$ cat config.mk
export PLATFORM = sky130hd
export DESIGN_NAME = mouse_transmitter
export DESIGN_NICKNAME = d
export VERILOG_FILES = /design/src/rtl/mouse_tx_pkg.sv /design/src/rtl/ps2_line_sync.sv /design/src/rtl/mouse_transmitter.sv
export SDC_FILE = /design/constraint.sdc
export NUM_CORES = 1
export LEC_CHECK = 0
export BUFFER_PORTS_ARGS = -buffer_cell sky130_fd_sc_hd__buf_2
export CAP_MARGIN = 20
export CORE_MARGIN = 2
export CORE_UTILIZATION = 60
export CTS_CLUSTER_SIZE = 10
export DETAILED_ROUTE_END_ITERATION = 12
export PLACE_DENSITY = 0.79
export SLEW_MARGIN = 15
export SYNTH_ARGS = -nofsm -noshare
export SYNTH_HDL_FRONTEND = slang
export SYNTH_SLANG_ARGS = --single-unit
$ cat constraint.sdc
create_clock -name CLK -period 3 [get_ports CLK]
set_input_delay 0.3 -clock CLK [delete_from_list [all_inputs] [get_ports CLK]]
set_output_delay 0.3 -clock CLK [all_outputs]
set_load 0.05 [all_outputs]
$ cat src/rtl/mouse_tx_pkg.sv
// Shared definitions for the PS/2 host-to-mouse transmitter: state codes,
// frame length, default timing parameters and the parity helper.
`timescale 1ns/1ps
package mouse_tx_pkg;

    typedef logic [2:0] state_t;

    localparam state_t ST_IDLE         = 3'd0;
    localparam state_t ST_INHIBIT      = 3'd1;
    localparam state_t ST_REQUEST      = 3'd2;
    localparam state_t ST_SEND         = 3'd3;
    localparam state_t ST_WAIT_ACK     = 3'd4;
    localparam state_t ST_WAIT_RELEASE = 3'd5;

    // start + 8 data + parity + stop; the device ACK arrives on the next edge
    localparam int FRAME_BITS = 11;

    localparam int DEFAULT_INHIBIT_CYCLES = 5000;
    localparam int DEFAULT_TIMEOUT_CYCLES = 100000;
    localparam int DEFAULT_FILTER_CYCLES  = 8;

    function automatic logic odd_parity(input logic [7:0] b);
        return ~^b;
    endfunction

endpackage

$ cat src/rtl/ps2_line_sync.sv
// Two-flop synchronizer for a PS/2 line with an optional stability filter
// (FILTER_EN) and a one-cycle pulse on each synchronized falling edge.
`timescale 1ns/1ps
module ps2_line_sync #(
    parameter bit FILTER_EN     = 1'b0,
    parameter int FILTER_CYCLES = 8
) (
    input  logic clk_i,
    input  logic rst_ni,
    input  logic line_i,
    output logic level_o,
    output logic fall_o
);

    logic meta_q;
    logic sync_q;
    logic prev_q;
    logic level_w;

    // Idle PS/2 lines are pulled high, so every stage resets to 1.
    always_ff @(posedge clk_i) begin
        if (!rst_ni) begin
            meta_q <= 1'b1;
            sync_q <= 1'b1;
        end else begin
            meta_q <= line_i;
            sync_q <= meta_q;
        end
    end

    generate
        if (FILTER_EN) begin : g_filter
            localparam int CW = (FILTER_CYCLES > 1) ? $clog2(FILTER_CYCLES) : 1;
            logic [CW-1:0] cnt_q;
            logic          filt_q;

            always_ff @(posedge clk_i) begin
                if (!rst_ni) begin
                    cnt_q  <= '0;
                    filt_q <= 1'b1;
                end else if (sync_q == filt_q) begin
                    cnt_q <= '0;
                end else if (cnt_q == CW'(FILTER_CYCLES - 1)) begin
                    filt_q <= sync_q;
                    cnt_q  <= '0;
                end else begin
                    cnt_q <= cnt_q + 1'b1;
                end
            end

            assign level_w = filt_q;
        end else begin : g_plain
            assign level_w = sync_q;
        end
    endgenerate

    always_ff @(posedge clk_i) begin
        if (!rst_ni) prev_q <= 1'b1;
        else         prev_q <= level_w;
    end

    assign level_o = level_w;
    assign fall_o  = prev_q & ~level_w;

endmodule

$ cat src/rtl/mouse_transmitter.sv
// PS/2 host-to-device transmitter: sends one command byte with inhibit,
// request-to-send, LSB-first data, odd parity, stop and ACK check.
// Define MOUSE_TX_CLK_FILTER_EN to add a glitch filter on the mouse clock.
`timescale 1ns/1ps
module mouse_transmitter
    import mouse_tx_pkg::*;
#(
    parameter int INHIBIT_CYCLES = DEFAULT_INHIBIT_CYCLES,
    parameter int TIMEOUT_CYCLES = DEFAULT_TIMEOUT_CYCLES,
    parameter int FILTER_CYCLES  = DEFAULT_FILTER_CYCLES
) (
    input  logic       CLK,
    input  logic       RESET,
    input  logic       CLK_MOUSE_IN,
    output logic       CLK_MOUSE_OUT_EN,
    input  logic       DATA_MOUSE_IN,
    output logic       DATA_MOUSE_OUT,
    output logic       DATA_MOUSE_OUT_EN,
    input  logic       SEND_BYTE,
    input  logic [7:0] BYTE_TO_SEND,
    output logic       BYTE_SENT
);

`ifdef MOUSE_TX_CLK_FILTER_EN
    localparam bit CLK_FILTER_EN = 1'b1;
`else
    localparam bit CLK_FILTER_EN = 1'b0;
`endif

    localparam int INH_W = $clog2(INHIBIT_CYCLES + 1);
    localparam int TO_W  = $clog2(TIMEOUT_CYCLES + 1);
    localparam logic [INH_W-1:0] INH_LAST = INH_W'(INHIBIT_CYCLES - 1);
    localparam logic [TO_W-1:0]  TO_MAX   = TO_W'(TIMEOUT_CYCLES);
    localparam logic [3:0]       STOP_CNT = 4'(FRAME_BITS - 2);

    logic clk_sync;
    logic clk_fall;
    logic data_meta_q;
    logic data_sync_q;

    ps2_line_sync #(
        .FILTER_EN     (CLK_FILTER_EN),
        .FILTER_CYCLES (FILTER_CYCLES)
    ) u_clk_sync (
        .clk_i   (CLK),
        .rst_ni  (RESET),
        .line_i  (CLK_MOUSE_IN),
        .level_o (clk_sync),
        .fall_o  (clk_fall)
    );

    always_ff @(posedge CLK) begin
        if (!RESET) begin
            data_meta_q <= 1'b1;
            data_sync_q <= 1'b1;
        end else begin
            data_meta_q <= DATA_MOUSE_IN;
            data_sync_q <= data_meta_q;
        end
    end

    state_t           state_q,   state_d;
    logic [8:0]       frame_q,   frame_d;
    logic [3:0]       bit_cnt_q, bit_cnt_d;
    logic [INH_W-1:0] inh_cnt_q, inh_cnt_d;
    logic [TO_W-1:0]  timeout_q, timeout_d;
    logic             clk_en_q,  clk_en_d;
    logic             data_en_q, data_en_d;
    logic             data_out_q, data_out_d;
    logic             sent_q,    sent_d;
    logic             watched;

    // NOTE: every signal gets a default before the case so no path leaves it
    // unassigned; otherwise synthesis infers a latch to hold the old value.
    always_comb begin
        state_d    = state_q;
        frame_d    = frame_q;
        bit_cnt_d  = bit_cnt_q;
        inh_cnt_d  = inh_cnt_q;
        clk_en_d   = clk_en_q;
        data_en_d  = data_en_q;
        data_out_d = data_out_q;
        sent_d     = sent_q;
        timeout_d  = (timeout_q == TO_MAX) ? timeout_q : timeout_q + 1'b1;
        if (clk_fall) timeout_d = '0;

        case (state_q)
            ST_IDLE: begin
                clk_en_d   = 1'b0;
                data_en_d  = 1'b0;
                data_out_d = 1'b1;
                if (SEND_BYTE) begin
                    sent_d = 1'b0;
                    if (clk_sync && data_sync_q) begin
                        frame_d   = {odd_parity(BYTE_TO_SEND), BYTE_TO_SEND};
                        inh_cnt_d = '0;
                        clk_en_d  = 1'b1;
                        state_d   = ST_INHIBIT;
                    end
                end
            end
            ST_INHIBIT: begin
                if (inh_cnt_q == INH_LAST) begin
                    clk_en_d   = 1'b0;
                    data_en_d  = 1'b1;
                    data_out_d = 1'b0;
                    bit_cnt_d  = '0;
                    state_d    = ST_REQUEST;
                end else begin
                    inh_cnt_d = inh_cnt_q + 1'b1;
                end
            end
            ST_REQUEST, ST_SEND: begin
                // Falling edge k presents frame bit k-1; edge 10 releases the stop bit.
                if (clk_fall) begin
                    bit_cnt_d = bit_cnt_q + 1'b1;
                    if (bit_cnt_q == STOP_CNT) begin
                        data_en_d  = 1'b0;
                        data_out_d = 1'b1;
                        state_d    = ST_WAIT_ACK;
                    end else begin
                        data_out_d = frame_q[0];
                        frame_d    = {1'b1, frame_q[8:1]};
                        state_d    = ST_SEND;
                    end
                end
            end
            ST_WAIT_ACK: begin
                if (clk_fall) begin
                    bit_cnt_d = bit_cnt_q + 1'b1;
                    if (!data_sync_q) begin
                        state_d = ST_WAIT_RELEASE;
                    end else begin
                        state_d = ST_IDLE;
                        sent_d  = 1'b0;
                    end
                end
            end
            ST_WAIT_RELEASE: begin
                if (clk_sync && data_sync_q) begin
                    sent_d  = 1'b1;
                    state_d = ST_IDLE;
                end
            end
            default: state_d = ST_IDLE;
        endcase

        if (watched && timeout_q == TO_MAX) begin
            state_d    = ST_IDLE;
            clk_en_d   = 1'b0;
            data_en_d  = 1'b0;
            data_out_d = 1'b1;
            sent_d     = 1'b0;
        end

        if (state_d != state_q) timeout_d = '0;
    end

    assign watched = (state_q == ST_REQUEST) || (state_q == ST_SEND) ||
                     (state_q == ST_WAIT_ACK) || (state_q == ST_WAIT_RELEASE);

    // NOTE: sequential state uses non-blocking assignments so every register
    // samples the pre-edge values, independent of statement order.
    always_ff @(posedge CLK) begin
        if (!RESET) begin
            state_q    <= ST_IDLE;
            bit_cnt_q  <= '0;
            inh_cnt_q  <= '0;
            timeout_q  <= '0;
            clk_en_q   <= 1'b0;
            data_en_q  <= 1'b0;
            data_out_q <= 1'b1;
            sent_q     <= 1'b0;
        end else begin
            state_q    <= state_d;
            bit_cnt_q  <= bit_cnt_d;
            inh_cnt_q  <= inh_cnt_d;
            timeout_q  <= timeout_d;
            clk_en_q   <= clk_en_d;
            data_en_q  <= data_en_d;
            data_out_q <= data_out_d;
            sent_q     <= sent_d;
        end
    end

    // NOTE: the frame register is pure datapath, loaded before it is ever
    // shifted out, so it carries no reset.
    always_ff @(posedge CLK) begin
        frame_q <= frame_d;
    end

    assign CLK_MOUSE_OUT_EN  = clk_en_q;
    assign DATA_MOUSE_OUT_EN = data_en_q;
    assign DATA_MOUSE_OUT    = data_out_q;
    assign BYTE_SENT         = sent_q;

endmodule

-- Yosys cells after proc, flatten, opt, wreduce, memory -nomap -nowiden
Index checks and enable logic that the tools add are counted.
- flip-flop bits (word level): 55
- bits of input ports: 13
- output and inout port bits: 4
- word-level logic and storage cells: 101
- add/sub/neg operators: 3
- eq/ne operators: 20
- mux-type cells: 38
- bitwise logic cells: 3
- reduce and logical (&&, ||, !) cells: 23
- operators with widths (operator ; number):
    13-bit 2-to-1 mux ; 3
    9-bit 2-to-1 mux ; 4
    3-bit 2-to-1 mux ; 9
    13-bit case mux with 2 select lines ; 1
    2-bit != test, second input constant ; 10
    9-bit case mux with 2 select lines ; 1
    17-bit by 1-bit adder with 17-bit output, second input constant ; 1
    17-bit equality test, second input constant ; 1
    3-bit case mux with 5 select lines ; 1
    13-bit by 1-bit adder with 13-bit output, second input constant ; 1
    13-bit equality test, second input constant ; 1
    1-bit 2-to-1 mux ; 12
    5-bit AND reduction ; 2
    1-bit case mux with 3 select lines ; 3
    4-bit 2-to-1 mux ; 2
    4-bit case mux with 2 select lines ; 1
    4-bit AND reduction ; 2
    8-bit XNOR reduction ; 1
    3-bit by 2-bit equality test with 1-bit output, second input constant ; 2
    3-bit equality test, second input constant ; 2
    3-bit AND reduction ; 2
    2-bit nonzero test ; 3
    3-bit nonzero test ; 2
    3-bit OR reduction ; 2
    other kinds (13) ; 18

-- Logic depth before layout (Yosys ltp)
Gate-level depths: netlist of run 1.
- depth in word-level cells: 8
- mapped depth: 10

-- Cells and area by module
From an unflattened synthesis of run 1, not the netlist that was laid out.
- cells, all modules: 319
- area, all modules: 2932.8 um2
- by module, submodules not included (module ; instances ; cells each ; area each (um2) ; sequential area each (um2)):
    mouse_transmitter ; 1 ; 312 ; 2847.7 ; 1131.1
    ps2_line_sync ; 1 ; 7 ; 85.1 ; 60.1

-- Least setup slack after synthesis of run 1
Ideal clock, no wire load.
- path type: reg2reg
- start point: reg inh_cnt_q[0]
- end point: reg timeout_q[0]
- arrival: 1.998 ns
- required time: 2.927 ns
- path slack: 0.929 ns
- cell stages (with the launch flop): 10
- cell sequence: dfxtp_1 ha_1 and4_1 and4_4 nor3_1 or2_1 a211o_1 buf_2 buf_6 nor3_2
- longest elaborated chain between the ends: 6
- ends and longest elaborated chain (element ; RTL line ; text):
    start: declaration ; mouse_transmitter.sv:65 ; logic [INH_W-1:0] inh_cnt_q, inh_cnt_d;
    start signal: assignment ; mouse_transmitter.sv:177 ; inh_cnt_q <= inh_cnt_d;
    13-bit equality test ; mouse_transmitter.sv:103 ; if (inh_cnt_q == INH_LAST) begin
    3-bit 2-to-1 mux ; mouse_transmitter.sv:103 ;
    3-bit case mux with 5 select lines ; mouse_transmitter.sv:87 ; case (state_q)
    3-bit 2-to-1 mux ; mouse_transmitter.sv:148 ; if (watched && timeout_q == TO_MAX) begin
    3-bit != test ; mouse_transmitter.sv:156 ; if (state_d != state_q) timeout_d = '0;
    3-bit OR reduction (no source line) ; n/a ;
    end signal: assignment ; mouse_transmitter.sv:178 ; timeout_q <= timeout_d;
    end: declaration ; mouse_transmitter.sv:66 ; logic [TO_W-1:0] timeout_q, timeout_d;
Every way passes these cells.
A chain may end at the register's enable or synchronous reset.

-- Worst setup path in the final report of run 1
- start point: reg state_q[0]
- end point: reg timeout_q[7]
- longest elaborated chain between the ends: 8
- elaborated cells on any way between the ends: 21
- those cells by class: eq/ne (6); mux (8); reduce/logical (7)
- ends and longest elaborated chain (element ; RTL line ; text):
    start: declaration ; mouse_transmitter.sv:62 ; state_t state_q, state_d;
    start signal: assignment ; mouse_transmitter.sv:175 ; state_q <= state_d;
    parallel branches: the longest is 6 deep, another holds 3-bit case mux with 5 select lines ; n/a ;
    3-bit != test (*) ; mouse_transmitter.sv:156 ;
    3-bit OR reduction (no source line) (*) ; n/a ;
Every way passes the cells marked *.

==> impl_summary.log, run 1 <==
[metrics] status: finished, final reports clean
[metrics] fill cell instance count of the final layout: ~370
[metrics] placer's final routability congestion estimate: between 0.9 and 1
[metrics] aggregate negative setup slack: 0 ns
[metrics] detailed placer's ending HPWL: approximately 3800 um
[metrics] Post-Syn Nets: 334
[metrics] clock-pin slew of the registers on the worst-case setup and hold paths: around 0.090 ns
[metrics] Worst-Margin Slew: approximately 0.72 ns
[metrics] number of diodes: 0
[metrics] final clock period utilization by the worst path: between 80% and 90%
[metrics] synthesized-area fraction occupied by ao, oa, aoi and oai cells: under 10%
[metrics] power per cell area: around 500 nW/um^2
[metrics] min Tclk post-route: between 2 and 2.5 ns
[metrics] hold violation total from the final report: 0
[metrics] width of the die: roughly 72 um
[metrics] RSZ-0062 raised after global routing: no
[metrics] total wire length after detailed routing: 5290 um
[metrics] Root Buffer Master: sky130_fd_sc_hd__clkbuf_8
[metrics] kind of critical path: reg -> reg
[metrics] fraction of registers with async set or reset after synthesis: 0%
[metrics] Post-Syn Area per Cell: approximately 9 sq um
[metrics] post-synthesis cell type count: 43
[metrics] total area of multi-input combinational cells: between 1500 and 2000 sq um
[metrics] number of buffers inserted to repair setup after CTS: 0
[metrics] most frequent cell after synthesis: sky130_fd_sc_hd__dfxtp_1
[metrics] drt via density: 5.88
[metrics] area taken by flip-flops and latches: 1190 sq um
[metrics] list of cells traversed by the critical path: nor3b_2 -> and4_4 -> nor3_1 -> or2_1 -> a211o_1 -> nor3_1
[metrics] total clock buffers created by CTS: 5
[metrics] startpoint type of the worst setup path: flip-flop
[metrics] number of buffers added on ports: 16
[metrics] 1st-iter DRT viols: between 150 and 200
[metrics] row count: 24
[metrics] via count: 2263
[metrics] Total GRT Usage: a little over a fifth
[metrics] reported max-cap violation count: 0
[metrics] clock tree from TritonCTS: built
[metrics] synthesized-area fraction occupied by adder cells: between 2 and 2.5%
[metrics] Final Max Tran Viols: 0
[metrics] hold crit path type: in -> reg
[metrics] number of global-route vias before repair: 2026
[metrics] first-pass GRT wire length: between 9000 and 10000 um
[metrics] die span in y: about 72 um
[metrics] Slowest Stage Delay on Critical Path: 0.58 ns
[metrics] Post-Syn Instances: 316
[metrics] number of warnings reported in the yosys synthesis log: 0
[metrics] detail-routed net length per standard cell: about 14 um
[metrics] highest-delay cell along the critical path: sky130_fd_sc_hd__dfxtp_1
[metrics] Worst EP required: between 3 and 4 ns
[metrics] top area cells in the synthesized netlist: sky130_fd_sc_hd__dfxtp_1, sky130_fd_sc_hd__edfxtp_1, sky130_fd_sc_hd__nand2_1
[metrics] clock tree buffer depth: 2
[metrics] library cell appearing most often on the critical path: sky130_fd_sc_hd__nor3_1
[metrics] CP Max Fanout: 17
[metrics] Hold Slack: around 0.18 ns
[metrics] synthesis-stage register bit count: between 50 and 60
[metrics] fraction of final layout cells with drive strength greater than 1: between 10% and 20%
[metrics] Area Growth Syn to Fin: 7.76%
[metrics] area of the core: approximately 4400 sq um
[metrics] area leader, netlist: sky130_fd_sc_hd__dfxtp_1
[metrics] number of levels in the clock H-tree: 2
[metrics] DRC violations left: 0
[metrics] largest vdd supply drop: between 400 and 500 uV
[metrics] Post-DRT Antenna Nets: 0
[metrics] fraction of post-synthesis cell area in the top cell type by area: 33.0%
[metrics] DIE AREA: between 5000 and 6000 sq um
[metrics] fin util: about 70%
[metrics] hold buffer count at CTS: 0
[metrics] Post-Synthesis Cell Area: 2790 sq um
[metrics] number of enable flip-flop cells after synthesis: 9
[metrics] number of iterations in the first detailed-routing pass: 4
[metrics] maximum operating frequency: just over 0.4 GHz
[metrics] maximum number of pins on one net before global-route repair: 18
[metrics] gr ovfl total: 0
[metrics] skew final: 0.00511 ns
[metrics] clock net sink count: 55
[metrics] most instantiated flip-flop cell in the synthesis netlist: sky130_fd_sc_hd__dfxtp_1
[metrics] relative max-transition margin: between 50% and 60%
[metrics] count of final setup violators: 0
[metrics] initial standard-cell utilization of the core: between 60 and 70%
[metrics] leakage: roughly 1.1 nW
[metrics] net count of the finished layout: 350
[metrics] simple-gate share of the synthesized area: approximately 33%
[metrics] boundary pin count: 17
[metrics] post-CTS resize count: 0
[metrics] multiplexer area fraction after synthesis: 0%
[metrics] critical path capture point type: flip-flop
[metrics] arrival time of the worst setup path: approximately 2.7 ns
[metrics] commonest cells in the netlist: sky130_fd_sc_hd__dfxtp_1, sky130_fd_sc_hd__nand2_1, sky130_fd_sc_hd__nor2_1, sky130_fd_sc_hd__xnor2_1, sky130_fd_sc_hd__a21oi_1
[metrics] fraction of the yosys area taken by sequential cells: a little over two fifths
[metrics] main combinational cell family by area after synthesis: simple AND/OR/NAND/NOR gates
[metrics] number of antenna violations at the first check in global routing: 0
[metrics] area share of xor/xnor cells in the synthesized design: under 10%
[metrics] clock latency reported for the late side of the worst-skew pair: approximately 0.30 ns
-- cell usage in the layout, fill, tap and decap left out, types with 2 or more instances in the layout --
| master | instances |
|---|---|
| sky130_fd_sc_hd__o21ai_0 | 12 |
| sky130_fd_sc_hd__nand3b_1 | 2 |
| sky130_fd_sc_hd__buf_2 | 16 |
| sky130_fd_sc_hd__nor4b_1 | 2 |
| sky130_fd_sc_hd__edfxtp_1 | 9 |
| sky130_fd_sc_hd__dfxtp_1 | 46 |
| sky130_fd_sc_hd__nand2b_1 | 8 |
| sky130_fd_sc_hd__a22oi_1 | 2 |
| sky130_fd_sc_hd__buf_4 | 3 |
| sky130_fd_sc_hd__nor3_1 | 11 |
| sky130_fd_sc_hd__nand3_1 | 9 |
| sky130_fd_sc_hd__a31oi_1 | 4 |
| sky130_fd_sc_hd__nor4b_2 | 2 |
| sky130_fd_sc_hd__nand2_1 | 42 |
| sky130_fd_sc_hd__and2_1 | 2 |
| sky130_fd_sc_hd__a21oi_1 | 15 |
| sky130_fd_sc_hd__nor2_1 | 34 |
| sky130_fd_sc_hd__nor2b_1 | 6 |
| sky130_fd_sc_hd__a211o_1 | 2 |
| sky130_fd_sc_hd__or3_1 | 7 |
| sky130_fd_sc_hd__nor3_2 | 12 |
| sky130_fd_sc_hd__ha_1 | 5 |
| sky130_fd_sc_hd__clkbuf_8 | 5 |
| sky130_fd_sc_hd__and3_1 | 3 |
| sky130_fd_sc_hd__xnor2_1 | 18 |
| sky130_fd_sc_hd__inv_1 | 8 |
| sky130_fd_sc_hd__nand4_1 | 11 |
| sky130_fd_sc_hd__and4_1 | 2 |
| sky130_fd_sc_hd__nor4_1 | 2 |
| sky130_fd_sc_hd__a211oi_1 | 3 |
| sky130_fd_sc_hd__xor2_1 | 12 |
| sky130_fd_sc_hd__or4_1 | 2 |
| sky130_fd_sc_hd__nor3b_1 | 3 |
-- sequential cells by signal, summed over array words and instances, names as in the netlist --
| name | flops |
|---|---|
| BYTE_SENT | 1 |
| CLK_MOUSE_OUT_EN | 1 |
| DATA_MOUSE_OUT | 1 |
| DATA_MOUSE_OUT_EN | 1 |
| bit_cnt_q | 4 |
| data_meta_q | 1 |
| data_sync_q | 1 |
| frame_q | 9 |
| inh_cnt_q | 13 |
| state_q | 3 |
| timeout_q | 17 |
| u_clk_sync.level_o | 1 |
| u_clk_sync.meta_q | 1 |
| u_clk_sync.prev_q | 1 |
-- layout make-up --
type                            count  area share, %
Multi-Input combinational cell    243           50.2
Sequential cell                    55           39.7
Timing Repair Buffer               19           3.42
Clock buffer                        5           2.29
Tap cell                           52           2.17
Clock inverter                      3           1.29
Inverter                            8           1.00
-- critical path, delay by kind of cell (launching register included) --
| family | cells | cell delay [ns] |
|---|---|---|
| DFF | 1 | 0.58 |
| AOI/OAI and AO/OA | 1 | 0.53 |
| and+or+nand+nor | 5 | 1.26 |
-- stage by stage --
stage	instance area (sq um)	total power [W]	setup WS [ns]	cells
global route	3000	0.00157	0.326	385
global placement	2900	0.00104	0.667	377
floorplan	2790	0.000995	0.929	316
detailed placement	2900	0.00104	0.577	377
CTS	3000	0.00152	0.561	385
finish	3000	0.00151	0.552	385
-- cell families (layout without fill, tap and decap cells) --
family          Yosys count  after routing
compound gates           41             41
xor+xnor                 30             30
fa+ha+maj                 5              5
buf+inv                  18             35
flops                    55             55
simple gates            167            167
-- worst paths after layout --
kind	start	to	slack (ns)	depth (start not counted)
setup / recovery	state_q[0]	timeout_q[7]	0.55	6
hold reg to reg	data_meta_q	data_sync_q	0.42	1
hold / removal	DATA_MOUSE_IN	data_meta_q	0.18	2
setup reg to reg	state_q[0]	timeout_q[7]	0.55	6
-- routing by layer --
| metal | share of wire (%) | track usage, % | routed length, um | vias up |
|---|---|---|---|---|
| li1 | - | - | - | 1139 |
| met1 | 47 | 29.7 | 2500 | 1062 |
| met2 | 48 | 36.4 | 2540 | 60 |
| met3 | 4.0 | 2.92 | 214 | 2 |
| met4 | 0.51 | 7.55 | 27 | 0 |
| met5 | 0 | 0 | 0 | - |
-- power breakdown --
group	internal, W	switching [W]
registers	0.000792	0.0000243
logic	0.0000775	0.000135
clock network	0.000245	0.000232
total	0.00111	0.000391
Note: power is estimated with default switching activity, not from simulation.
==> inputs of run 2 (changes only) <==
==> constraint.sdc (replaced) <==
create_clock -name CLK -period 2.4 [get_ports CLK]
set_input_delay 0.24 -clock CLK [delete_from_list [all_inputs] [get_ports CLK]]
set_output_delay 0.24 -clock CLK [all_outputs]
set_load 0.05 [all_outputs]
==> impl_summary.log, run 2 (synthesis results as in run 1) <==
[metrics] Worst EP required: 2.63 ns (-0.59 ns)
[metrics] hold violation total from the final report: 0 (unchanged)
[metrics] setup slack of the critical path after layout: 0.189 ns (-0.363 ns)
[metrics] startpoint type of the worst setup path: flip-flop
[metrics] area of the core: 4410 sq um (unchanged)
[metrics] final clock period utilization by the worst path: 92.1% (+11 points)
[metrics] most frequent cells in the layout: sky130_fd_sc_hd__dfxtp_1, sky130_fd_sc_hd__nand2_1, sky130_fd_sc_hd__nor2_1, sky130_fd_sc_hd__xnor2_1, sky130_fd_sc_hd__buf_2
[metrics] most flop-heavy register: timeout_q
[metrics] Crit path buffers/inverters: 0 (unchanged)
[metrics] largest vdd supply drop: 420 uV (-10%)
[metrics] Root Buffer Master: sky130_fd_sc_hd__clkbuf_8
[metrics] via count: 2327 (+2.8%)
[metrics] kind of critical path: reg -> reg
[metrics] arrival time of the worst setup path: 2.44 ns (-0.23 ns)
[metrics] fraction of final layout cells with drive strength greater than 1: 16.7% (+3.2 points)
[metrics] Final Instance Count excl. Fillers: 394 (+2.3%)
[metrics] number of levels in the clock H-tree: 2 (unchanged)
[metrics] clock latency reported for the late side of the worst-skew pair: 0.31 ns (about the same)
[metrics] leakage: 1.10 nW (+3.2%)
[metrics] clock-pin slew of the registers on the worst-case setup and hold paths: 0.09 ns (about the same)
[metrics] fill cell instance count of the final layout: 357 (-2.2%)
[metrics] die span in y: 72.2 um (unchanged)
[metrics] gr ovfl total: 0 (unchanged)
[metrics] cell count after placement: 383 (+1.6%)
[metrics] clock tree buffer depth: 2 (unchanged)
[metrics] boundary pin count: 17 (unchanged)
[metrics] number of antenna violations at the first check in global routing: 0 (unchanged)
[metrics] flip-flop count of the largest register after layout: 17 (unchanged)
[metrics] placer's final routability congestion estimate: 0.916 (-3.2%)
[metrics] clock net sink count: 55 (unchanged)
[metrics] row count: 24 (unchanged)
[metrics] Placement Setup Slack: 0.0483 ns (-0.529 ns)
[metrics] relative max-transition margin: 61.6% (+9.9 points)
[metrics] detail-routed net length per standard cell: 13.9 um (+0.93%)
[metrics] initial standard-cell utilization of the core: 63.2% (unchanged)
[metrics] 1st-iter DRT viols: 125 (-33%)
[metrics] count of final setup violators: 0 (unchanged)
[metrics] number of diodes: 0 (unchanged)
[metrics] family with the most delay on the worst path: simple AND/OR/NAND/NOR gates
[metrics] drt via density: 5.91 (+0.48%)
[metrics] CP Max Fanout: 17 (unchanged)
[metrics] maximum number of pins on one net before global-route repair: 18 (unchanged)
[metrics] total power: 0.00183 W (+21%)
[metrics] critical path capture point type: flip-flop
[metrics] total clock buffers created by CTS: 5 (unchanged)
[metrics] most common cell after layout, fill and taps aside: sky130_fd_sc_hd__dfxtp_1
[metrics] DRC violations left: 0 (unchanged)
[metrics] first-pass GRT wire length: 9690 um (+6.7%)
[metrics] number of buffers added on ports: 16 (unchanged)
[metrics] Post-DRT Antenna Nets: 0 (unchanged)
[metrics] net count of the finished layout: 359 (+2.6%)
[metrics] Area Growth Syn to Fin: 9.96%
[metrics] maximum operating frequency: 0.452 GHz (+11%)
[metrics] detailed placer's ending HPWL: 3910 um (+2.1%)
[metrics] skew final: 0.00941 ns (+0.00430 ns)
[metrics] hold buffer count at CTS: 0 (unchanged)
[metrics] reported max-cap violation count: 0 (unchanged)
[metrics] clock tree from TritonCTS: built
[metrics] min Tclk post-route: 2.21 ns (-0.237 ns)
[metrics] Final Max Tran Viols: 0 (unchanged)
[metrics] Worst-Margin Slew: 0.570 ns (-0.154 ns)
[metrics] biggest registers after layout: timeout_q (17), inh_cnt_q (13), frame_q (9)
[metrics] Total GRT Usage: 23.3% (+1.3 points)
[metrics] power per cell area: 596 nW/um^2 (+19%)
[metrics] number of global-route vias before repair: 2207 (+8.9%)
[metrics] status: finished, final reports clean
[metrics] hold crit path type: in -> reg
[metrics] number of iterations in the first detailed-routing pass: 4 (unchanged)
[metrics] DIE AREA: 5210 sq um (unchanged)
[metrics] highest-delay cell along the critical path: sky130_fd_sc_hd__a211o_2
[metrics] list of cells traversed by the critical path: ha_1 -> and4_1 -> and4_4 -> nor3_1 -> or2_1 -> a211o_2 -> nor3b_1
[metrics] total wire length after detailed routing: 5460 um (+3.3%)
[metrics] width of the die: 72.2 um (unchanged)
[metrics] Slowest Stage Delay on Critical Path: 0.46 ns (-0.12 ns)
==> run 2: changes by cell type in the layout (fill, tap and decap cells not counted), sizes merged <==
cell    before  now
clkbuf       5    7
buf         19   28
bufinv       1    0
clkinv       2    1
==> run 2: what timing repair did <==
action                                  in CTS  in global routing
endpoints found under the setup margin       0                 18
buffers inserted                             0                  3
resized for setup                            0                  5
==> run 2: cell type report <==
cell class / count / area [sq um] / share of cell area, %
Tap cell: 52 / 65.1 / 2.12
Timing Repair Buffer: 28 / 170 / 5.55
Sequential cell: 55 / 1190 / 38.9
Inverter: 8 / 30.0 / 0.980
Clock buffer: 7 / 86.3 / 2.82
Clock inverter: 1 / 5.00 / 0.163
Multi-Input combinational cell: 243 / 1520 / 49.4
==> run 2: per-layer routing <==
metal,vias up,GRT usage [%],part of all wire [%],wire length [um]
met4,0,8.60,2.1,114
met3,14,4.44,4.1,224
li1,1159,-,-,-
met2,55,38.4,47,2560
met5,-,0,0,0
met1,1099,30.3,47,2560
==> run 2: power by group <==
part	leakage [nW]	switching [W]	internal (W)
Sequential	0.460	0.0000263	0.000990
Clock	0.0482	0.000291	0.000234
Combinational	0.593	0.000179	0.000108
==> run 2: worst register-to-register path: stages (launching register included) <==
cell,delay [ns]
sky130_fd_sc_hd__dfxtp_1,0.39
sky130_fd_sc_hd__ha_1,0.19
sky130_fd_sc_hd__and4_1,0.28
sky130_fd_sc_hd__and4_4,0.29
sky130_fd_sc_hd__nor3_1,0.07
sky130_fd_sc_hd__or2_1,0.22
sky130_fd_sc_hd__a211o_2,0.47
sky130_fd_sc_hd__nor3b_1,0.23
==> run 2: path summary, 6_finish.rpt <==
path / start / to / slack [ns] / cells after the start
worst max-delay path: inh_cnt_q[0] / timeout_q[10] / 0.19 / 7
worst min-delay path: DATA_MOUSE_IN / data_meta_q / 0.11 / 2
worst max register to register: inh_cnt_q[0] / timeout_q[10] / 0.19 / 7
worst min register to register: u_clk_sync.meta_q / u_clk_sync.level_o / 0.42 / 1
==> run 2: through the flow <==
stage / setup TNS, ns / utilization (%) / instance area [sq um] / hold WS, ns
4_1_cts: 0 / 68.7 / 3030 / 0.107
3_3_place_gp: 0 / 66.6 / 2940 / 0.390
6_report: 0 / 69.4 / 3070 / 0.110
3_5_place_dp: 0 / 66.6 / 2940 / 0.396
2_1_floorplan: 0 / - / 2790 / 0.313
5_1_grt: -0.0000755 / 69.4 / 3070 / 0.107
==> inputs of run 3 (changes only) <==
--- a/config.mk
+++ b/config.mk
@@ -15,4 +15,5 @@
 export SLEW_MARGIN = 15
 export SYNTH_ARGS = -nofsm -noshare
 export SYNTH_HDL_FRONTEND = slang
+export SYNTH_HIERARCHICAL = 1
 export SYNTH_SLANG_ARGS = --single-unit
==> impl_summary.log, run 3 <==
[metrics] total wire length after detailed routing: 5750 um (+5.3%)
[metrics] clock tree from TritonCTS: built
[metrics] initial standard-cell utilization of the core: 62.1% (-1.1 points)
[metrics] leakage: 1.09 nW (-0.98%)
[metrics] Global Route met3 Usage: 4.39% (-0.055 points)
[metrics] clock latency reported for the late side of the worst-skew pair: 0.31 ns (about the same)
[metrics] fraction of the yosys area taken by sequential cells: 40.6% (-2.1 points)
[metrics] area of the core: 4720 sq um (+7.0%)
[metrics] Post-Syn Nets: 337 (+0.90%)
[metrics] GRT met2 Usage: 37.0% (-1.4 points)
[metrics] detail-routed net length per standard cell: 14.1 um (+1.9%)
[metrics] clock-pin slew of the registers on the worst-case setup and hold paths: 0.10 ns (about the same)
[metrics] P_int: 0.00139 W (+4.5%)
[metrics] Post-Syn Area per Cell: 9.19 sq um (+4.2%)
[metrics] Worst-Margin Slew: 0.563 ns (-0.00707 ns)
[metrics] global routing's busiest layer: met2
[metrics] skew final: 0.00918 ns (-0.000230 ns)
[metrics] placer's final routability congestion estimate: 0.834 (-8.9%)
[metrics] start point of the critical path: timeout_q[11]
[metrics] most instantiated flip-flop cell in the synthesis netlist: sky130_fd_sc_hd__dfxtp_1
[metrics] number of levels in the clock H-tree: 2 (unchanged)
[metrics] RSZ-0062 raised after global routing: no
[metrics] reported max-cap violation count: 0 (unchanged)
[metrics] most flop-heavy register: timeout_q
[metrics] largest vdd supply drop: 355 uV (-16%)
[metrics] first-pass GRT wire length: 9450 um (-2.4%)
[metrics] min Tclk post-route: 2.23 ns (+0.0186 ns)
[metrics] synthesis-stage register bit count: 55 (unchanged)
[metrics] switch share: 24.3% (-2.8 points)
[metrics] power per cell area: 568 nW/um^2 (-4.8%)
[metrics] aggregate negative setup slack: 0 ns (unchanged)
[metrics] fraction of final layout cells with drive strength greater than 1: 16.2% (-0.49 points)
[metrics] relative max-transition margin: 62.5% (+0.87 points)
[metrics] maximum number of pins on one net before global-route repair: 19 (+1)
[metrics] hold crit path type: in -> reg
[metrics] total clock buffers created by CTS: 5 (unchanged)
[metrics] hold violation total from the final report: 0 (unchanged)
[metrics] post-synthesis cell type count: 52 (+21%)
[metrics] Root Buffer Master: sky130_fd_sc_hd__clkbuf_8
[metrics] via count: 2380 (+2.3%)
[metrics] P_sw: 0.000447 W (-9.8%)
[metrics] Post-DRT Antenna Nets: 0 (unchanged)
[metrics] 1st-iter DRT viols: 237 (+90%)
[metrics] fill cell instance count of the final layout: 371 (+3.9%)
[metrics] number of enable flip-flop cells after synthesis: 9 (unchanged)
[metrics] fraction of post-synthesis cell area in the top cell type by area: 31.4% (-1.6 points)
[metrics] net count of the finished layout: 357 (-0.56%)
[metrics] number of antenna violations at the first check in global routing: 0 (unchanged)
[metrics] Clock power frac: 34.1% (+5.4 points)
[metrics] count of final setup violators: 0 (unchanged)
[metrics] Final Max Tran Viols: 0 (unchanged)
[metrics] arrival time of the worst setup path: 2.45 ns (about the same)
[metrics] top area cells in the synthesized netlist: sky130_fd_sc_hd__dfxtp_1, sky130_fd_sc_hd__edfxtp_1, sky130_fd_sc_hd__xnor2_1
[metrics] DIE AREA: 5460 sq um (+4.9%)
[metrics] CP Max Fanout: 17 (unchanged)
[metrics] area leader, netlist: sky130_fd_sc_hd__dfxtp_1
[metrics] most frequent cells in the layout: sky130_fd_sc_hd__dfxtp_1, sky130_fd_sc_hd__nand2_1, sky130_fd_sc_hd__xnor2_1, sky130_fd_sc_hd__nor2_1, sky130_fd_sc_hd__buf_2
[metrics] GRT met1 Usage: 29.6% (-0.73 points)
[metrics] start point of the worst min-delay path: CLK_MOUSE_IN
[metrics] number of warnings reported in the yosys synthesis log: 6 (+6)
[metrics] clock net sink count: 55 (unchanged)
[metrics] drt via density: 5.85 (-0.99%)
[metrics] DRC violations left: 0 (unchanged)
[metrics] number of buffers inserted to repair setup after CTS: 0 (unchanged)
[metrics] proportion of power drawn by combinational gates: 12.5% (-3.2 points)
[metrics] clock tree buffer depth: 2 (unchanged)
[metrics] Worst EP required: 2.62 ns (about the same)
[metrics] row count: 25 (+4.2%)
[metrics] Post-Syn Instances: 319 (+0.95%)
[metrics] Post-Synthesis Cell Area: 2930 sq um (+5.2%)
[metrics] number of diodes: 0 (unchanged)
[metrics] status: finished, final reports clean
[metrics] startpoint type of the worst setup path: flip-flop
[metrics] number of iterations in the first detailed-routing pass: 4 (unchanged)
[metrics] biggest registers after layout: timeout_q (17), inh_cnt_q (13), frame_q (9)
[metrics] critical path capture point type: flip-flop
[metrics] commonest cells in the netlist: sky130_fd_sc_hd__dfxtp_1, sky130_fd_sc_hd__nand2_1, sky130_fd_sc_hd__xnor2_1, sky130_fd_sc_hd__nor2_1, sky130_fd_sc_hd__nor4_2
[metrics] number of global-route vias before repair: 2033 (-7.9%)
[metrics] gr ovfl total: 0 (unchanged)
[metrics] kind of critical path: reg -> reg
[metrics] boundary pin count: 17 (unchanged)
[metrics] maximum operating frequency: 0.449 GHz (-0.84%)
[metrics] startpoint of the lowest-slack register-to-register path: timeout_q[11]
[metrics] Total GRT Usage: 22.2% (-1.0 points)
[metrics] final clock period utilization by the worst path: 92.9% (+0.78 points)
[metrics] most frequent cell after synthesis: sky130_fd_sc_hd__dfxtp_1
[metrics] detailed placer's ending HPWL: 4070 um (+4.1%)
[metrics] fraction of registers with async set or reset after synthesis: 0% (unchanged)
[metrics] flip-flop count of the largest register after layout: 17 (unchanged)
[metrics] Area Growth Syn to Fin: 10.4%
[metrics] die span in y: 73.9 um (+2.4%)
[metrics] width of the die: 73.9 um (+2.4%)
[metrics] sequential fraction of design power: 53.4% (-2.2 points)
[metrics] number of buffers added on ports: 16 (unchanged)
[metrics] total power: 0.00184 W (+0.57%)
-- run 3: cell types whose count changed in the layout (fill, tap and decap cells not counted), moves of 5 or more --
cell                       previous run  this run
sky130_fd_sc_hd__xnor2_1             18        25
sky130_fd_sc_hd__a21boi_0             0         7
sky130_fd_sc_hd__nor4_1               2        10
sky130_fd_sc_hd__nor2_1              34        21
sky130_fd_sc_hd__nor4_2               0        10
sky130_fd_sc_hd__o21ai_0             11         6
sky130_fd_sc_hd__a211oi_1             3         8
sky130_fd_sc_hd__nor3_2              12         1
sky130_fd_sc_hd__a21oi_1             15        10
-- run 3: stage by stage --
step	area [sq um]	hold slack (ns)	util (%)	worst slack [ns]	cells
2_1_floorplan	2930	0.313	-	0.168	319
3_3_place_gp	3110	0.392	65.8	0.212	399
3_5_place_dp	3110	0.396	65.8	0.0994	399
4_1_cts	3230	0.0998	68.3	0.0834	407
5_1_grt	3240	0.0977	68.5	0.0400	407
6_report	3240	0.106	68.5	0.171	407
-- run 3: cells by family after synthesis --
kind of cell	synth area share, %
flip-flops	40.6
XOR/XNOR	9.86
adder cells (fa/ha/maj)	2.47
AND/OR/NAND/NOR	30.7
buffers and inverters	3.84
multiplexers	0.384
AO/OA/AOI/OAI	12.2
-- run 3: metal layers --
metal / vias to the layer above / share of wire [%]
li1: 1184 / -
met5: - / 0
met1: 1149 / 46
met4: 0 / 0.96
met3: 7 / 3.3
met2: 40 / 49
-- run 3: critical path, stage by stage, from the launching register on --
cell,delay (ns)
sky130_fd_sc_hd__dfxtp_1,0.37
sky130_fd_sc_hd__or4_4,0.55
sky130_fd_sc_hd__nor4_4,0.38
sky130_fd_sc_hd__maj3_1,0.29
sky130_fd_sc_hd__a211oi_2,0.05
sky130_fd_sc_hd__buf_4,0.22
sky130_fd_sc_hd__nor4_2,0.28
-- run 3: cell type report --
class | count | area [sq um] | share of cell area (%)
Inverter | 8 | 30.0 | 0.928
Sequential cell | 55 | 1190 | 36.8
Multi-Input combinational cell | 242 | 1640 | 50.6
Timing Repair Buffer | 27 | 175 | 5.41
Clock inverter | 2 | 35.0 | 1.08
Tap cell | 67 | 83.8 | 2.59
Clock buffer | 6 | 82.6 | 2.55
-- run 3: repair_timing --
item | 4_1_cts | 5_1_grt
hold buffers | 0 | 0
gates resized for setup | 0 | 2
endpoints found under the setup margin | 0 | 9
-- run 3: power by group through the flow --
stage / combinational (W) / clock [W] / sequential (W)
5_1_grt: 0.000251 / 0.000679 / 0.000985
3_3_place_gp: 0.000223 / 0 / 0.00100
6_report: 0.000229 / 0.000628 / 0.000982
4_1_cts: 0.000230 / 0.000643 / 0.000982
2_1_floorplan: 0.000158 / 0 / 0.00101
3_5_place_dp: 0.000228 / 0 / 0.00100
-- run 3: worst paths after layout --
check	endpoint	slack, ns	depth (start not counted)
max reg2reg	timeout_q[2]	0.17	6
min	u_clk_sync/meta_q	0.11	2
min reg2reg	u_clk_sync/level_o	0.42	1
max	timeout_q[2]	0.17	6
